<file path="src/rtl/gf180mcu_fd_io__pwr_seq.sv">
// Pad-ring power sequencer: synchronises and debounces per-segment supply-good flags,
// releases segment enables in order, powers down in reverse and latches segment faults.
module gf180mcu_fd_io__pwr_seq #(
    parameter int NSEG        = 4,
    parameter int SYNC_STAGES = 2,
    parameter int DEB_CNT     = 100,
    parameter int STAGE_DLY   = 16,
    parameter int PG_TMO      = 4096
) (
    input  logic            CLK,
    input  logic            RSTN,
    input  logic [NSEG-1:0] PG_IN,
    input  logic            EN,
    input  logic            CLR_FAULT,
    output logic [NSEG-1:0] SEG_EN,
    output logic            READY,
    output logic            FAULT,
    output logic [NSEG-1:0] FAULT_SEG
);

    localparam int DEB_W = $clog2(DEB_CNT) + 1;
    localparam int TMO_W = $clog2(PG_TMO - 1) + 1;
    localparam int DLY_W = $clog2(STAGE_DLY - 1) + 1;
    localparam int IDX_W = (NSEG > 1) ? $clog2(NSEG) : 1;

    localparam logic [DLY_W-1:0] DLY_RELOAD = DLY_W'(STAGE_DLY - 1);
    localparam logic [TMO_W-1:0] TMO_LAST   = TMO_W'(PG_TMO - 1);
    localparam logic [DEB_W-1:0] DEB_FULL   = DEB_W'(DEB_CNT);
    localparam logic [IDX_W-1:0] IDX_LAST   = IDX_W'(NSEG - 1);

    typedef enum logic [2:0] {
        IDLE    = 3'd0,
        WAIT_PG = 3'd1,
        STAGE   = 3'd2,
        ON      = 3'd3,
        DOWN    = 3'd4,
        FLT     = 3'd5
    } state_e;

    logic [NSEG-1:0]  sync_q [SYNC_STAGES];
    logic [DEB_W-1:0] deb_q  [NSEG];
    logic [DEB_W-1:0] deb_d  [NSEG];
    logic [NSEG-1:0]  pg_s;
    logic [NSEG-1:0]  pg_ok;

    state_e           state_q, state_d;
    logic [IDX_W-1:0] idx_q, idx_d;
    logic [TMO_W-1:0] tmo_q, tmo_d;
    logic [DLY_W-1:0] dly_q, dly_d;
    logic [NSEG-1:0]  seg_en_q, seg_en_d;
    logic             ready_q, ready_d;
    logic             fault_q, fault_d;
    logic [NSEG-1:0]  fault_seg_q, fault_seg_d;

    logic [NSEG-1:0]  flt_vec;
    logic [IDX_W-1:0] hi_idx;
    logic             any_en;
    logic             go_down;

    assign pg_s = sync_q[SYNC_STAGES-1];

    // Rise is slow (counter must saturate), fall is immediate (counter clears).
    always_comb begin
        for (int i = 0; i < NSEG; i++) begin
            if (!pg_s[i])
                deb_d[i] = '0;
            else if (deb_q[i] == DEB_FULL)
                deb_d[i] = deb_q[i];
            else
                deb_d[i] = deb_q[i] + 1'b1;
            pg_ok[i] = (deb_q[i] == DEB_FULL);
        end
    end

    // SEG_EN is a thermometer code, so the highest set bit is the last segment powered.
    always_comb begin
        hi_idx = '0;
        for (int i = 0; i < NSEG; i++)
            if (seg_en_q[i]) hi_idx = IDX_W'(i);
        any_en  = |seg_en_q;
        flt_vec = seg_en_q & ~pg_ok;
    end

    always_comb begin
        // NOTE: every next-state variable gets a default first so no path infers a latch.
        state_d     = state_q;
        idx_d       = idx_q;
        tmo_d       = tmo_q;
        dly_d       = dly_q;
        seg_en_d    = seg_en_q;
        ready_d     = ready_q;
        fault_d     = fault_q;
        fault_seg_d = fault_seg_q;
        go_down     = 1'b0;

        if (state_q != IDLE && state_q != FLT && |flt_vec) begin
            state_d     = FLT;
            seg_en_d    = '0;
            ready_d     = 1'b0;
            fault_d     = 1'b1;
            fault_seg_d = fault_seg_q | flt_vec;
        end else begin
            unique case (state_q)
                IDLE: if (EN) begin
                    state_d = WAIT_PG;
                    idx_d   = '0;
                    tmo_d   = '0;
                end
                WAIT_PG: begin
                    if (!EN) begin
                        go_down = 1'b1;
                    end else if (pg_ok[idx_q]) begin
                        seg_en_d[idx_q] = 1'b1;
                        dly_d           = DLY_RELOAD;
                        state_d         = STAGE;
                    end else if (tmo_q == TMO_LAST) begin
                        state_d            = FLT;
                        seg_en_d           = '0;
                        ready_d            = 1'b0;
                        fault_d            = 1'b1;
                        fault_seg_d[idx_q] = 1'b1;
                    end else begin
                        tmo_d = tmo_q + 1'b1;
                    end
                end
                STAGE: begin
                    if (!EN) begin
                        go_down = 1'b1;
                    end else if (dly_q != '0) begin
                        dly_d = dly_q - 1'b1;
                    end else if (idx_q < IDX_LAST) begin
                        idx_d   = idx_q + 1'b1;
                        tmo_d   = '0;
                        state_d = WAIT_PG;
                    end else begin
                        state_d = ON;
                        ready_d = 1'b1;
                    end
                end
                ON: if (!EN) go_down = 1'b1;
                DOWN: begin
                    if (EN) begin
                        state_d = WAIT_PG;
                        idx_d   = any_en ? hi_idx + 1'b1 : '0;
                        tmo_d   = '0;
                    end else if (dly_q != '0) begin
                        dly_d = dly_q - 1'b1;
                    end else if (!any_en) begin
                        state_d = IDLE;
                    end else begin
                        seg_en_d[hi_idx] = 1'b0;
                        idx_d            = (hi_idx == '0) ? '0 : hi_idx - 1'b1;
                        dly_d            = DLY_RELOAD;
                    end
                end
                FLT: if (CLR_FAULT && !EN) begin
                    state_d     = IDLE;
                    fault_d     = 1'b0;
                    fault_seg_d = '0;
                end
                default: state_d = IDLE;
            endcase

            // Power-down entry drops the highest live segment in the same edge.
            if (go_down) begin
                ready_d = 1'b0;
                if (!any_en) begin
                    state_d = IDLE;
                end else begin
                    state_d          = DOWN;
                    seg_en_d[hi_idx] = 1'b0;
                    idx_d            = (hi_idx == '0) ? '0 : hi_idx - 1'b1;
                    dly_d            = DLY_RELOAD;
                end
            end
        end
    end

    // NOTE: all state uses non-blocking assignments; reset clears the small synchroniser
    // and debounce arrays too, since they are flops, not RAM.
    always_ff @(posedge CLK or negedge RSTN) begin
        if (!RSTN) begin
            for (int s = 0; s < SYNC_STAGES; s++) sync_q[s] <= '0;
            for (int i = 0; i < NSEG; i++) deb_q[i] <= '0;
            state_q     <= IDLE;
            idx_q       <= '0;
            tmo_q       <= '0;
            dly_q       <= '0;
            seg_en_q    <= '0;
            ready_q     <= 1'b0;
            fault_q     <= 1'b0;
            fault_seg_q <= '0;
        end else begin
            sync_q[0] <= PG_IN;
            for (int s = 1; s < SYNC_STAGES; s++) sync_q[s] <= sync_q[s-1];
            for (int i = 0; i < NSEG; i++) deb_q[i] <= deb_d[i];
            state_q     <= state_d;
            idx_q       <= idx_d;
            tmo_q       <= tmo_d;
            dly_q       <= dly_d;
            seg_en_q    <= seg_en_d;
            ready_q     <= ready_d;
            fault_q     <= fault_d;
            fault_seg_q <= fault_seg_d;
        end
    end

    assign SEG_EN    = seg_en_q;
    assign READY     = ready_q;
    assign FAULT     = fault_q;
    assign FAULT_SEG = fault_seg_q;

endmodule

</file>
<file path="config.mk">
export PLATFORM = sky130hd
export DESIGN_NAME = gf180mcu_fd_io__pwr_seq
export DESIGN_NICKNAME = d
export VERILOG_FILES = /design/src/rtl/gf180mcu_fd_io__pwr_seq.sv
export SDC_FILE = /design/constraint.sdc
export NUM_CORES = 1
export LEC_CHECK = 0
export ABC_AREA = 1
export CAP_MARGIN = 30
export CORE_ASPECT_RATIO = 0.7
export CORE_MARGIN = 10
export CORE_UTILIZATION = 40
export DETAILED_ROUTE_END_ITERATION = 8
export GPL_TIMING_DRIVEN = 0
export PLACE_DENSITY = 0.57
export SLEW_MARGIN = 30
export SYNTH_ARGS = -nofsm -noshare
export SYNTH_HDL_FRONTEND = slang
export SYNTH_SLANG_ARGS = --single-unit
</file>
<file path="constraint.sdc">
create_clock -name CLK -period 2.2 [get_ports CLK]
set_input_delay 0.22 -clock CLK [delete_from_list [all_inputs] [get_ports CLK]]
set_output_delay 0.22 -clock CLK [all_outputs]
set_load 0.02 [all_outputs]
</file>
==> metrics.md <==
| Metric | Value |
|---|---|
| Post-route DRC | 0 |
| Post-synthesis register bit count | 73 |
| Yosys warnings | 0 |
| Fillers | 1081 |
| Ant diodes | 0 |
| Clock transition time at the flip-flop clock pins of the worst setup and hold paths | 0.06 ns |
| I/O Pins | 18 |
| Ys flop type | dfrtp_1 |
| Post-DP Area | 4911 um2 |
| First-pass GRT wire length | 18860 um |
| Dpl hpwl | 8218 um |
| Crit path buf inv count | 3 |
| Initial antenna violation count | 0 |
| Max Freq | 495.1 MHz |
| Peak supply drop | 0.5153 mV |
| Register area | 1827 um2 |
| CTS Buffer Depth | 2 |
| Post-synth EDFFs | 0 |
| Initial DRT Pass Iterations | 5 |
| Num CTS Buffers | 9 |
| Crit path required time | 2.43 ns |
| Initial Util | 0.4094 |
| Startpoint Class | register |
| Vias | 4166 |
| Area of the multi-input gates | 2374 um2 |
| Syn Std Cell Area | 4524 um2 |
| Drt total wl | 11180 um |
| Worst setup EP type | register |
| Die H | 109.0 um |
| Total clock sinks | 73 |
| Slowest cell on crit path | dfrtp_1 |
| Worst Skew | 0.005330 ns |
| Port bufs | 17 |
| 1st-iter DRT viols | 292 |
| Largest net degree at the start of global routing | 50 |
| Most frequent cells in the layout | nand2_1 (146), dfrtp_1 (73), inv_1 (66) |
| Normalized max-slew margin | 0.5170 |
| Root Driver | clkbuf_16 |
| Final GP Congestion | 0.8863 |
| Top delay family on crit path | simple AND/OR/NAND/NOR gates |
| Final Hold Slack | 0.3202 ns |
| CP dominant cell by count | nand2_1 |
| Critical-path cell list | inv_1 > ha_1 > nand2_1 > nor2_1 > nand2_2 > nand2_2 > nand2_2 > o21ai_4 > buf_6 > nand2_1 > inv_2 > nand2_1 > nand3_1 > nand2_1 |
| Tcrit/Tclk final | 0.9181 |
| Pleak | 2.473 nW |
| Sequential share of the synthesized area | 0.4038 |
| Final Hold Fails | 0 |
| Finished layout cell area | 5313 um2 |
| CP Class | register to register |
| Die Area | 16030 um2 |
| CTS tree | done |
| GR Util All Layers | 0.1424 |
| Post-Syn Area per Cell | 7.297 um2 |
| Max Cap Viol | 0 |
| Grt ovf | 0 |
| H-tree levels | 3 |
| Chip Width | 147.1 um |
| Pwr Total | 6.704 mW |
| RSZ-0062 raised after global routing | false |
| Run status | completed |
| Post-route insts no fill | 813 |
| DR WL/cell | 13.76 um |
| Routed Antenna Nets | 0 |
| Vias in the first global route | 3788 |
| Final setup viols | 0 |
| Slew of the pin with the lowest slew margin | 0.7189 ns |
| Synthesized net count | 638 |
| Synthesized instance count | 620 |
| Minimum clock period | 2.020 ns |
| Commonest non-fill, non-tap cell in the layout | nand2_1 |
| Post-synth ARST share | 1.000 |
| Hold/Removal Path Class | input port to register |
| Data arrival time of the critical path | 2.25 ns |
| Crit Path Max Fanout | 6 |
| Netlist cell types | 39 |
| Via/cell ratio | 5.124 |
| Layout overhead on the synthesized area | 17.42% |
| Slowest stage delay, CP | 0.41 ns |
| Final layout net count | 676 |
| Fraction of layout cells with a size suffix above 1 | 0.1439 |
| Placed cell count | 791 |
| Row Count | 32 |
| Skew-Pair Late Insertion Delay | 0.34 ns |
| Core area | 11050 um2 |
| Power Dens Cells | 1262 nW/um2 |
| Max Slew Vio Count | 0 |
-- sequential cells by signal, indices dropped and copies added, names as in the netlist, 3 cells and up --
register and cells:
FAULT_SEG 4, SEG_EN 4, deb_q 32, dly_q 5, pg_s 4, state_q 3, sync_q 4, tmo_q 13
-- through the flow --
| stage | setup WS (ns) | utilization | setup TNS (ns) |
|---|---|---|---|
| detailed placement | 0.004396 | 0.4444 | 0 |
| floorplan | 0.4278 | - | 0 |
| CTS | 0.04071 | 0.4709 | 0 |
| global route | 0.001211 | 0.4808 | 0 |
| global placement | -1.779 | 0.4421 | -129.39 |
| finish | 0.1801 | 0.4808 | 0 |
-- where the power goes --
group | switching, mW | internal (mW)
Sequential | 0.235 | 1.56
Combinational | 2.24 | 1.23
Clock | 0.544 | 0.889
Total | 3.02 | 3.68
-- worst register-to-register path: cells and delay by family (launching register included) --
family                     cells  cell delay (ns)
adders and majority gates      1             0.14
AOI/OAI and AO/OA              1             0.24
DFF                            1             0.41
and+or+nand+nor                9             0.77
buffers and inverters          3             0.36
-- synthesized netlist by cell type (3+ instances only) --
cell type,instances,area share
a21oi_1,37,0.041
nand3_1,45,0.050
and3_1,3,0.0041
dfrtp_1,73,0.40
nor2_2,6,0.0083
or2_2,7,0.0097
o21ai_0,53,0.059
o21ai_2,14,0.027
a21oi_2,3,0.0058
nor2_1,62,0.051
clkbuf_1,4,0.0033
ha_1,10,0.028
buf_6,3,0.0075
nor3_1,13,0.014
a31oi_1,8,0.011
o211ai_1,5,0.0083
nand2_1,150,0.12
nand2_2,10,0.014
nand4_1,12,0.017
xor2_1,4,0.0077
inv_1,66,0.055
inv_2,9,0.0075
buf_2,3,0.0033
-- cells by family after synthesis --
family                     Yosys count  share of synthesized area
and+or+nand+nor                    316                     0.3097
buffers and inverters               88                    0.08047
adders and majority gates           10                    0.02765
DFF                                 73                     0.4038
xor gates and xnor gates             4                   0.007743
AOI/OAI and AO/OA                  129                     0.1706
-- worst paths after layout --
| path | startpoint | end | slack [ns] | depth (start not counted) |
|---|---|---|---|---|
| min | PG_IN[3] | sync_q[7]$_DFF_PN0_ | 0.32 | 1 |
| min in group asynchronous | RSTN | deb_q[27]$_DFFE_PN0P_ | 0.35 | 2 |
| max | deb_q[24]$_DFFE_PN0P_ | state_q[2]$_DFFE_PN0P_ | 0.18 | 14 |
| max in group asynchronous | RSTN | tmo_q[8]$_DFFE_PN0P_ | 1.30 | 3 |
| min reg2reg | sync_q[5]$_DFF_PN0_ | pg_s[1]$_DFF_PN0_ | 0.35 | 0 |
| max reg2reg | deb_q[24]$_DFFE_PN0P_ | state_q[2]$_DFFE_PN0P_ | 0.18 | 14 |
-- final cells by class --
type                            count  share of cell area
Inverter                           76             0.05370
Clock buffer                       10             0.04498
Sequential cell                    73              0.3439
Multi-Input combinational cell    459              0.4468
Tap cell                          153             0.03603
Clock inverter                      3            0.008243
Timing Repair Buffer               27             0.04946
Buffer                             12             0.01696
-- per-layer routing --
layer,vias to the layer above,part of all wire,track usage
met4,0,0.013,0.04937
met2,106,0.41,0.1999
met5,-,0,0
met3,16,0.051,0.03311
li1,2118,-,-
met1,1926,0.52,0.2081
-- timing repair --
item                                    4_1_cts  5_1_grt
resized for setup                             0       18
hold buffers                                  1        0
endpoints found under the hold margin        24        0
setup buffers                                 0        7
endpoints found under the setup margin        0       32
No activity file was read; power rests on OpenSTA's default activity.
==> variant 1 (same flow settings) <==
`NSEG`: 4 -> 16.
--- a/src/rtl/gf180mcu_fd_io__pwr_seq.sv
+++ b/src/rtl/gf180mcu_fd_io__pwr_seq.sv
@@ -1,7 +1,7 @@
 // Pad-ring power sequencer: synchronises and debounces per-segment supply-good flags,
 // releases segment enables in order, powers down in reverse and latches segment faults.
 module gf180mcu_fd_io__pwr_seq #(
-    parameter int NSEG        = 4,
+    parameter int NSEG        = 16,
     parameter int SYNC_STAGES = 2,
     parameter int DEB_CNT     = 100,
     parameter int STAGE_DLY   = 16,
Ports: changed (resized FAULT_SEG, PG_IN and SEG_EN); port bits go from 18 to 54. No check against the original RTL was run, so the function may have changed too.
==> variant 1 against the original RTL <==
- final cell count grew to 2.8 times the old value
- highest routed layer unchanged
- the flow now finishes with violations (setup timing)
- setup slack worse by 0.57 ns
- power grew to 3.0 times the old value
- cell area grew to 3.1 times the old value
- synthesized area increased to 2.7 times the old value
- synthesized cell count rose to 2.6 times the old value
- via count grew to 2.9 times the old value
- die area is 140% higher
- sequential cell count is 146 higher
- routed wire length increased to 3.4 times the old value
- first-iteration DRC count increased to 3.7 times the old value
- sequential power increased to 2.8 times the old value
- sequential share of layout area is 0.55 points lower
- utilization rose by 5.4 points
==> variant 1: results (changes against the original RTL) <==
metric,value,unit,change
status,"finished, violations left",,"was complete, no violations"
violated checks,setup timing,,
Peak VDD IR,0.767,mV,was 0.515 mV
leakage component of the power,7.03,nW,was 2.47 nW
# H-tree levels,1,,was 3
Cell Count Post-Placement,2086,,was 791
largest net degree at the start of global routing,83,,was 50
leading cell types by total area after synthesis,"sky130_fd_sc_hd__dfrtp_1 44%, sky130_fd_sc_hd__nand2_1 9.0%, sky130_fd_sc_hd__inv_1 6.4%, sky130_fd_sc_hd__a21oi_1 6.1%, sky130_fd_sc_hd__o21ai_0 5.9%",,"was sky130_fd_sc_hd__dfrtp_1 40%, sky130_fd_sc_hd__nand2_1 12%, sky130_fd_sc_hd__o21ai_0 5.9%, sky130_fd_sc_hd__inv_1 5.5%, sky130_fd_sc_hd__nor2_1 5.1%"
fin nets,1874,,was 676
Slew @ Worst Pin,0.744,ns,was 0.719 ns
post-synth cell types,54,,was 39
1st-pass router iterations,6,,was 5
setup violation total in the final timing report,59,,was 0
Via-to-Cell Ratio,5.34,,was 5.12
Largest register FFs,128,,was 32
xor and xnor fraction of the mapped netlist area,0.00917,,was 0.00774
Synth top cells by count,"298 x sky130_fd_sc_hd__nand2_1, 219 x sky130_fd_sc_hd__dfrtp_1, 211 x sky130_fd_sc_hd__inv_1, 173 x sky130_fd_sc_hd__nor2_1, 152 x sky130_fd_sc_hd__a21oi_1",,"was 150 x sky130_fd_sc_hd__nand2_1, 73 x sky130_fd_sc_hd__dfrtp_1, 66 x sky130_fd_sc_hd__inv_1, 62 x sky130_fd_sc_hd__nor2_1, 53 x sky130_fd_sc_hd__o21ai_0"
wire length per cell after detailed routing,16.7,µm,was 13.8 µm
sequential-to-total area share from yosys stat,0.442,,was 0.404
fraction of final layout cells with drive strength greater than 1,0.212,,was 0.144
total vias in the final route,12000,,was 4166
area share of fa/ha/maj cells after synthesis,0.0413,,was 0.0277
Critical Path AT,3.05,ns,was 2.25 ns
Post-Synthesis Mean Instance Area,7.67,µm²,was 7.30 µm²
post-synthesis compound-gate area fraction,0.176,,was 0.171
vias in the first global route,10900,,was 3788
GPL Wtd Cong,0.981,,was 0.886
final setup slack of the worst path,-0.388,ns,was 0.180 ns
source-to-sink clock delay at the later pin of the worst-skew pair,0.54,ns,was 0.34 ns
number of fillers in the final layout,2867,,was 1081
number of violations reported at the end of detailed-routing iteration 0,1087,,was 292
number of buffers created by CTS,25,,was 9
[variant 1: cell count changes after synthesis, sizes merged, moves of 31 or more]
cell / delta
a21oi: +112
dfrtp: +146
ha: +31
inv: +144
nand2: +141
nand3: +32
nor2: +110
nor3: +68
o21ai: +105
[variant 1: metrics by stage]
step                total power, mW  cell area [µm²]   util   TNS, ns  worst slack (ns)
floorplan                      10.1            12400      -  -0.00300          -0.00300
global placement               12.7            13500  0.445  -2012.98             -9.79
detailed placement             12.7            13600  0.447    -41.79            -0.829
CTS                            18.2            15000  0.495    -20.85            -0.404
global route                   21.7            16200  0.535    -25.87            -0.494
finish                         20.4            16200  0.535    -17.99            -0.388
[variant 1: layout make-up]
type                            count  area (µm²)  area share
Tap cell                          412         515      0.0318
Timing Repair Buffer              168        1600      0.0988
Sequential cell                   219        5490       0.338
Inverter                          223         876      0.0540
Clock buffer                       38         724      0.0447
Multi-Input combinational cell   1140        6640       0.409
Buffer                             36         300      0.0185
Clock inverter                      7        72.6     0.00447
[variant 1: path summary, 6_finish.rpt]
path / start / to / depth (start not counted) / slack [ns]
setup / recovery: deb_q[41] / SEG_EN[11] / 14 / -0.39
hold / removal: PG_IN[9] / sync_q[25] / 1 / 0.11
setup reg to reg: deb_q[41] / SEG_EN[11] / 14 / -0.39
hold reg to reg: sync_q[24] / pg_s[8] / 0 / 0.35
max in group asynchronous: RSTN / SEG_EN[14] / 3 / 1.17
min in group asynchronous: RSTN / pg_s[4] / 2 / 0.21
[variant 1: layer usage]
metal  up-vias  part of all wire  GRT usage
li1       5815                 -          -
met1      5698              0.47      0.271
met2       406              0.41      0.260
met3        63              0.10     0.0579
met4         0             0.019     0.0351
met5         -                 0          0
[variant 1: power breakdown]
part	switching, mW	internal, mW
registers	0.541	4.51
clock network	1.70	2.39
logic	6.72	4.53
==> variant 2 (config.mk and constraints unchanged) <==
Made on the original files. Re-encode `state_e` (6 states) as one-hot, 6 bits wide.
--- a/src/rtl/gf180mcu_fd_io__pwr_seq.sv
+++ b/src/rtl/gf180mcu_fd_io__pwr_seq.sv
@@ -28,13 +28,13 @@
     localparam logic [DEB_W-1:0] DEB_FULL   = DEB_W'(DEB_CNT);
     localparam logic [IDX_W-1:0] IDX_LAST   = IDX_W'(NSEG - 1);
 
-    typedef enum logic [2:0] {
-        IDLE    = 3'd0,
-        WAIT_PG = 3'd1,
-        STAGE   = 3'd2,
-        ON      = 3'd3,
-        DOWN    = 3'd4,
-        FLT     = 3'd5
+    typedef enum logic [5:0] {
+        IDLE    = 6'b000001,
+        WAIT_PG = 6'b000010,
+        STAGE   = 6'b000100,
+        ON      = 6'b001000,
+        DOWN    = 6'b010000,
+        FLT     = 6'b100000
     } state_e;
 
     logic [NSEG-1:0]  sync_q [SYNC_STAGES];
Formal check against the unedited RTL: no difference found for any inputs over 10 cycles, from zero or initial values and one cycle with RSTN low; not proved beyond that.
==> variant 2 against the original RTL <==
- cell area rose by 4.0%
- routed wire length is 5.5% higher
- setup slack worse by 0.076 ns
- sequential cell count grew 3
- maximum frequency decreased by 3.6%
- synthesized area is 3.1% higher
- power shrank 4.0%
- combinational power shrank 13%
- hold slack worse by 0.027 ns
- clock power increased by 5%
- synthesized cell count up 3.4%
- critical path depth down 3
- critical endpoint is now tmo_q[11]
- highest routed layer unchanged
==> variant 2: results (changes against the original RTL) <==
metric,value,unit,change
net count after synthesis,659,,was 638
vias in the first global route,4046,,was 3788
"reg-to-reg slack, setup",0.10,ns,was 0.18 ns
FF-to-FF path depth,11,,was 14
status,"complete, no violations",,unchanged
leakage component of the power,2.58,nW,was 2.47 nW
fin nets,701,,was 676
sequential share of cell area,0.344,,about the same
multi-input gate share of total cell area,0.437,,was 0.447
Final clock-cell share,0.0537,,was 0.0532
termination of the worst setup path,tmo_q[11],,was state_q[2]
sum of routed wire length over all layers,11800,µm,was 11200 µm
clock sink count,76,,was 73
total vias in the final route,4298,,was 4166
largest net degree at the start of global routing,55,,was 50
Placement Cell Area,0.00505,mm²,was 0.00491 mm²
non-clock buffering overhead in the final layout,0.0727,,was 0.0664
number of violations reported at the end of detailed-routing iteration 0,297,,was 292
timing-limited maximum frequency,477,MHz,was 495 MHz
fraction of final layout cells with drive strength greater than 1,0.124,,was 0.144
Critical Path AT,2.36,ns,was 2.25 ns
filler-free cell count of the finished design,841,,was 813
DP Wirelength,8750,µm,was 8220 µm
Cell Count Post-Placement,812,,was 791
number of clock-tree buffers in the layout,13,,was 10
post-synth cell types,41,,was 39
buffers outside the clock class,44,,was 39
sequential-to-total area share from yosys stat,0.408,,was 0.404
global-route wire length before repair,19700,µm,was 18900 µm
Critical R2R Launch,dly_q[0],,was deb_q[24]
Synth top cells by count,"144 x sky130_fd_sc_hd__nand2_1, 79 x sky130_fd_sc_hd__inv_1, 78 x sky130_fd_sc_hd__nor2_1, 75 x sky130_fd_sc_hd__dfrtp_1, 49 x sky130_fd_sc_hd__o21ai_0",,"was 150 x sky130_fd_sc_hd__nand2_1, 73 x sky130_fd_sc_hd__dfrtp_1, 66 x sky130_fd_sc_hd__inv_1, 62 x sky130_fd_sc_hd__nor2_1, 53 x sky130_fd_sc_hd__o21ai_0"
Post-Place Setup Slack,-0.0321,ns,was 0.00440 ns
1st-pass router iterations,4,,was 5
crit-path max FO,10,,was 6
largest registers ranked by flip-flop count,"deb_q x32, tmo_q x13, state_q x6",,"was deb_q x32, tmo_q x13, dly_q x5"
variant 2: worst max-delay path: stages, from the launching register on:
cell	delay (ns)
sky130_fd_sc_hd__dfrtp_1	0.40
sky130_fd_sc_hd__inv_1	0.12
sky130_fd_sc_hd__ha_1	0.22
sky130_fd_sc_hd__nand3_2	0.16
sky130_fd_sc_hd__nor3_4	0.24
sky130_fd_sc_hd__nand2_1	0.09
sky130_fd_sc_hd__a21boi_2	0.15
sky130_fd_sc_hd__nand2_2	0.12
sky130_fd_sc_hd__nor2_4	0.19
sky130_fd_sc_hd__buf_6	0.16
sky130_fd_sc_hd__nand2_1	0.05
sky130_fd_sc_hd__o21ai_1	0.08
variant 2: power by group:
group,internal [mW],switching (mW),total (mW)
sequential,1.66,0.263,1.92
combinational,1.13,1.89,3.02
clock,0.913,0.584,1.50
variant 2: worst min path at each step:
stage | to | slack (ns) | start
after CTS | deb_q[31] | 0.30 | RSTN
after global placement | pg_s[0] | 0.33 | sync_q[4]
final | deb_q[31] | 0.29 | RSTN
after detailed placement | deb_q[31] | 0.09 | RSTN
after floorplan | FAULT | -0.08 | RSTN
after global routing | deb_q[31] | 0.32 | RSTN
variant 2: per-layer routing:
metal / GRT usage / vias up / routed length [µm]
li1: - / 2182 / -
met1: 0.210 / 1996 / 6140
met2: 0.213 / 102 / 4880
met3: 0.0358 / 18 / 617
met4: 0.0440 / 0 / 153
met5: 0 / - / 0
variant 2: logic make-up after synthesis:
group,count (synthesis),share of synthesized area
DFF,76,0.408
AOI/OAI and AO/OA,127,0.149
adders and majority gates,10,0.0268
and+or+nand+nor,319,0.307
xor gates and xnor gates,11,0.0207
buffers and inverters,98,0.0888
